<file path="src/rtl/switch_allocator_rr.sv">
// -----------------------------------------------------------------------------
// switch_allocator_rr
//
// Per-output switch allocator for an N-port wormhole router. Each input port
// presents a one-hot output request; every output arbitrates among its
// requesters with its own round-robin pointer. A head flit that is not also a
// tail locks the output to its input until the tail flit has crossed. Grants,
// crossbar selects and valids are combinational from the current state and
// inputs. Arbitration state changes only on the rising clock edge.
//
// Ports:
//   clk            rising-edge clock
//   reset_n        asynchronous active-low reset; forces every output to 0
//   i_output_req   [i][j] input i requests output j (one-hot, all-zero = idle)
//   i_tail         [i] flit at the head of input i is a tail / single flit
//   i_output_full  [j] output j has no downstream space this cycle
//   o_input_grant  [i] input i's flit crosses the crossbar this cycle
//   o_xbar_valid   [j] output j carries a flit this cycle
//   o_xbar_sel     [j] source input index for output j (0 when not valid)
//   o_locked       [j] output j is held by an in-flight packet
// -----------------------------------------------------------------------------
module switch_allocator_rr #(
    parameter int N     = 5,
    parameter int X_LOC = 0,
    parameter int Y_LOC = 0
) (
    input  logic                          clk,
    input  logic                          reset_n,
    input  logic [0:N-1][0:N-1]           i_output_req,
    input  logic [0:N-1]                  i_tail,
    input  logic [0:N-1]                  i_output_full,
    output logic [0:N-1]                  o_input_grant,
    output logic [0:N-1]                  o_xbar_valid,
    output logic [0:N-1][$clog2(N)-1:0]   o_xbar_sel,
    output logic [0:N-1]                  o_locked
);

    localparam int SW = $clog2(N);

    // The router coordinates only matter for instantiation symmetry with the
    // routing stage; a negative coordinate would be a mesh misconfiguration.
    if (X_LOC < 0 || Y_LOC < 0) begin : g_neg_coord
    end

    typedef enum logic {
        ST_IDLE   = 1'b0,
        ST_LOCKED = 1'b1
    } state_t;

    state_t        state_q [N];
    state_t        state_d [N];
    logic [SW-1:0] owner_q [N];
    logic [SW-1:0] owner_d [N];
    logic [SW-1:0] ptr_q   [N];
    logic [SW-1:0] ptr_d   [N];

    // req_col[j][i]: input i has a valid (filtered) request for output j
    logic [N-1:0]  req_col [N];
    logic          seen;

    logic [N-1:0]  gnt_in;
    logic [N-1:0]  valid_c;
    logic [SW-1:0] sel_c [N];
    logic          found;
    logic [SW-1:0] win;
    int            idx;

    // Request filtering: keep only the lowest set bit of each input's request,
    // then drop U-turns (input i back to output i), except on the local port.
    always_comb begin
        seen = 1'b0;
        for (int j = 0; j < N; j++) begin
            req_col[j] = '0;
        end
        for (int i = 0; i < N; i++) begin
            seen = 1'b0;
            for (int j = 0; j < N; j++) begin
                if (i_output_req[i][j] && !seen) begin
                    seen = 1'b1;
                    if (i == 0 || j != i) begin
                        req_col[j][i] = 1'b1;
                    end
                end
            end
        end
    end

    // Per-output arbitration and next-state computation
    always_comb begin
        gnt_in  = '0;
        valid_c = '0;
        found   = 1'b0;
        win     = '0;
        idx     = 0;
        for (int j = 0; j < N; j++) begin
            sel_c[j]   = '0;
            state_d[j] = state_q[j];
            owner_d[j] = owner_q[j];
            ptr_d[j]   = ptr_q[j];
        end

        for (int j = 0; j < N; j++) begin
            if (state_q[j] == ST_IDLE) begin
                if (!i_output_full[j]) begin
                    // Scan from the pointer upward with wrap; first hit wins.
                    found = 1'b0;
                    win   = '0;
                    for (int k = 0; k < N; k++) begin
                        idx = (int'(ptr_q[j]) + k) % N;
                        if (!found && req_col[j][idx]) begin
                            found = 1'b1;
                            win   = SW'(idx);
                        end
                    end
                    if (found) begin
                        valid_c[j]  = 1'b1;
                        sel_c[j]    = win;
                        gnt_in[win] = 1'b1;
                        ptr_d[j]    = SW'((int'(win) + 1) % N);
                        if (!i_tail[win]) begin
                            state_d[j] = ST_LOCKED;
                            owner_d[j] = win;
                        end
                    end
                end
            end else begin
                // Locked: only the owner may use the output. A bubble or a
                // full output simply skips the cycle with the lock kept.
                if (req_col[j][owner_q[j]] && !i_output_full[j]) begin
                    valid_c[j]          = 1'b1;
                    sel_c[j]            = owner_q[j];
                    gnt_in[owner_q[j]]  = 1'b1;
                    if (i_tail[owner_q[j]]) begin
                        state_d[j] = ST_IDLE;
                    end
                end
            end
        end
    end

    always_ff @(posedge clk or negedge reset_n) begin
        if (!reset_n) begin
            for (int j = 0; j < N; j++) begin
                state_q[j] <= ST_IDLE;
                owner_q[j] <= '0;
                ptr_q[j]   <= '0;
            end
        end else begin
            for (int j = 0; j < N; j++) begin
                state_q[j] <= state_d[j];
                owner_q[j] <= owner_d[j];
                ptr_q[j]   <= ptr_d[j];
            end
        end
    end

    // Outputs are forced low for as long as reset is held, whatever the inputs.
    always_comb begin
        o_input_grant = '0;
        o_xbar_valid  = '0;
        o_locked      = '0;
        for (int j = 0; j < N; j++) begin
            o_xbar_sel[j] = '0;
        end
        if (reset_n) begin
            for (int j = 0; j < N; j++) begin
                o_input_grant[j] = gnt_in[j];
                o_xbar_valid[j]  = valid_c[j];
                o_xbar_sel[j]    = sel_c[j];
                o_locked[j]      = (state_q[j] == ST_LOCKED);
            end
        end
    end

endmodule

</file>
<file path="config.mk">
export PLATFORM = sky130hd
export DESIGN_NAME = switch_allocator_rr
export DESIGN_NICKNAME = d
export VERILOG_FILES = /design/src/rtl/switch_allocator_rr.sv
export SDC_FILE = /design/constraint.sdc
export NUM_CORES = 1
export LEC_CHECK = 0
export ABC_AREA = 1
export BUFFER_PORTS_ARGS = -buffer_cell sky130_fd_sc_hd__clkbuf_2
export CAP_MARGIN = 0
export CORE_UTILIZATION = 35
export CTS_BUF_LIST = sky130_fd_sc_hd__clkbuf_16
export CTS_CLUSTER_SIZE = 20
export DETAILED_ROUTE_END_ITERATION = 6
export SLEW_MARGIN = 20
export SYNTH_ARGS = -nofsm -noshare
export SYNTH_HDL_FRONTEND = slang
export SYNTH_SLANG_ARGS = --single-unit
</file>
<file path="constraint.sdc">
create_clock -name clk -period 11.6 [get_ports clk]
set_input_delay 1.74 -clock clk [delete_from_list [all_inputs] [get_ports clk]]
set_output_delay 1.74 -clock clk [all_outputs]
set_load 0.005 [all_outputs]
</file>
==> metrics.yaml <==
outcome: "finished, final reports clean"
cts_setup_buffers: 0
cp.required_ns: 9.86
slowest_delay_ns: 0.78
layout_min_cycle_time_ns: 7.395
hold_viol_final: 0
max-cap-violations: 0
yosysMostFrequentCell: "nand2_1"
wirelength_mm: 28.30
yosysWarnings: 0
syn_area_sq_um: 9797
avgSynthCellArea_sq_um: 5.794
cts_resized: 0
synth_ff_type: "dfrtp_1"
worstMarginPinSlew_ns: 0.8050
grt_max_degree: 46
path_max_fanout: 17
globalRouteOverflowTotal: 0
antenna_found_initial: 0
drtAntennaViolNets: 0
cts_hold_buf: 0
first_pass_iters: 6
postLayoutCoreUtil: 0.3914
fillers: 3055
synth_top_area_cell: "nand2_1"
drtIter0Drc: 797
hold_path.class: "reg2reg"
min_period_over_period: 0.6375
syn_inst: 1691
synth-edff-count: 0
hold_depth: 2
grt_pass1_wl_mm: 46.76
max_clock_freq_mhz: 135.2
die_h_microns: 169.3
rsz0062_at_grt: "no"
h-tree-depth: 2
critPathArrivalTime_ns: 5.66
synth_area_leaders: "nand2_1, ha_1, inv_1"
post_drt_via_cell_ratio: 5.043
cts_tree: "yes"
initial_core_util: 0.3605
finalMaxSlewViolations: 0
nNetsFinal: 1888
pin_count: 67
clock_skew_ns: 0.007584
synth_fp_nets: 1835
path_clk_slew_ns: 0.06
vias: 10670
critPathSlowestCell: "dfrtp_1"
root_buffer: "clkbuf_16"
worstSkewPairLatency_ns: 0.29
yosys-top-cells-count: "nand2_1, inv_1, nand3_1, nor2_1, ha_1"
synth_cell_types: 65
synth-seq-cells: 35
setup_viol: 0
die_x_microns: 169.3
critPathCaptureType: "output pin"
r2r_cells: 34
slew_headroom: 0.4627
fin_tns_setup_ns: 0
hpwl_mm: 23.28
num_antenna_cells: 0
whs_ns: 0.5092
area_growth_pct: 8.582
std_cell_rows: 60
post_drt_wl_per_cell_microns: 13.37
grt_util_all_layers: 0.1975
synthArstFlopShare: 1.000
synth.top_cell.area_share: 0.1701
seq_area_frac_synth: 0.08940
path_class: "reg2out"
grt_pass1_vias: 9766
dieArea_sq_um: 28660
clock_path_buffers: 2
gp_congestion: 0.9032
worstSetupStartpointType: "flip-flop"
cts_inserted_buffers: 5
cp_common_cell: "nand2_1"
port_buffers: 64
layout-drive-gt1-share: 0.1485
cts_sinks: 35
drc_errors: 0
coreArea_sq_um: 27180
[flip-flops by register name, summed over array words and instances (netlist names)]
register	cells
state_q	5
owner_q	15
ptr_q	15
[layout by cell type, fill, tap and decap left out, types with 12 or more instances in the layout]
cell	n
o21ai_1	35
nand3_1	160
nor3_1	15
xor2_1	25
nand2_1	444
clkbuf_2	64
inv_2	31
nand2_2	48
nor2_2	18
nand4_1	50
nand3_2	25
inv_1	254
dfrtp_1	35
a21oi_1	52
nor2_1	148
o21ai_2	12
o21ai_0	86
ha_1	106
[worst max-delay path, delay by kind of cell (launching register included)]
kind                       cells  cell delay [ns]
buffers and inverters          7             0.97
AOI/OAI and AO/OA              2             0.46
adders and majority gates      4             0.93
and+or+nand+nor               16             1.96
DFF                            1             0.78
xor gates and xnor gates       1             0.26
[routing by layer]
layer	GRT usage	wire, microns
met5	0	0
met1	0.2666	13430
met2	0.3326	12780
met3	0.02752	1662
met4	0.04113	429
[stage by stage]
step	area, sq um	worst slack [ns]	instances
4_1_cts	10630	4.169	2116
3_5_place_dp	10470	4.484	2109
3_3_place_gp	10470	4.579	2109
6_report	10640	4.205	2116
2_1_floorplan	9797	5.840	1691
5_1_grt	10640	3.547	2116
[worst paths after layout]
path	startpoint	endpoint	slack, ns
setup / recovery	ptr_q[6]	o_input_grant[0]	4.20
hold / removal	owner_q[4]	owner_q[4]	0.51
setup reg to reg	ptr_q[12]	ptr_q[13]	6.31
hold reg to reg	owner_q[4]	owner_q[4]	0.51
max in group asynchronous	reset_n	ptr_q[13]	9.64
min in group asynchronous	reset_n	ptr_q[5]	1.54
[cell type report]
class | instances | area, sq um | area share
clock buffer | 5 | 125.1 | 0.01176
clock inverter | 2 | 33.78 | 0.003176
tap | 372 | 465.4 | 0.04375
sequential | 35 | 875.8 | 0.08233
multi-input combinational | 1347 | 7721 | 0.7258
inverter | 290 | 1089 | 0.1023
timing repair buffer | 65 | 327.8 | 0.03082
[kinds of logic (layout without fill, tap and decap cells)]
group | after synthesis | in the layout | share of synthesized area
and+or+nand+nor | 961 | 961 | 0.4637
buffers and inverters | 309 | 362 | 0.1230
AOI/OAI and AO/OA | 242 | 242 | 0.1493
adders and majority gates | 107 | 107 | 0.1374
xor gates and xnor gates | 36 | 36 | 0.03678
DFF | 35 | 35 | 0.08940
other | 1 | 1 | 0.0003828
Power is left out: the tool's default activity adds up to more than one toggle a clock period on the data nets, which glitch-free logic cannot reach.
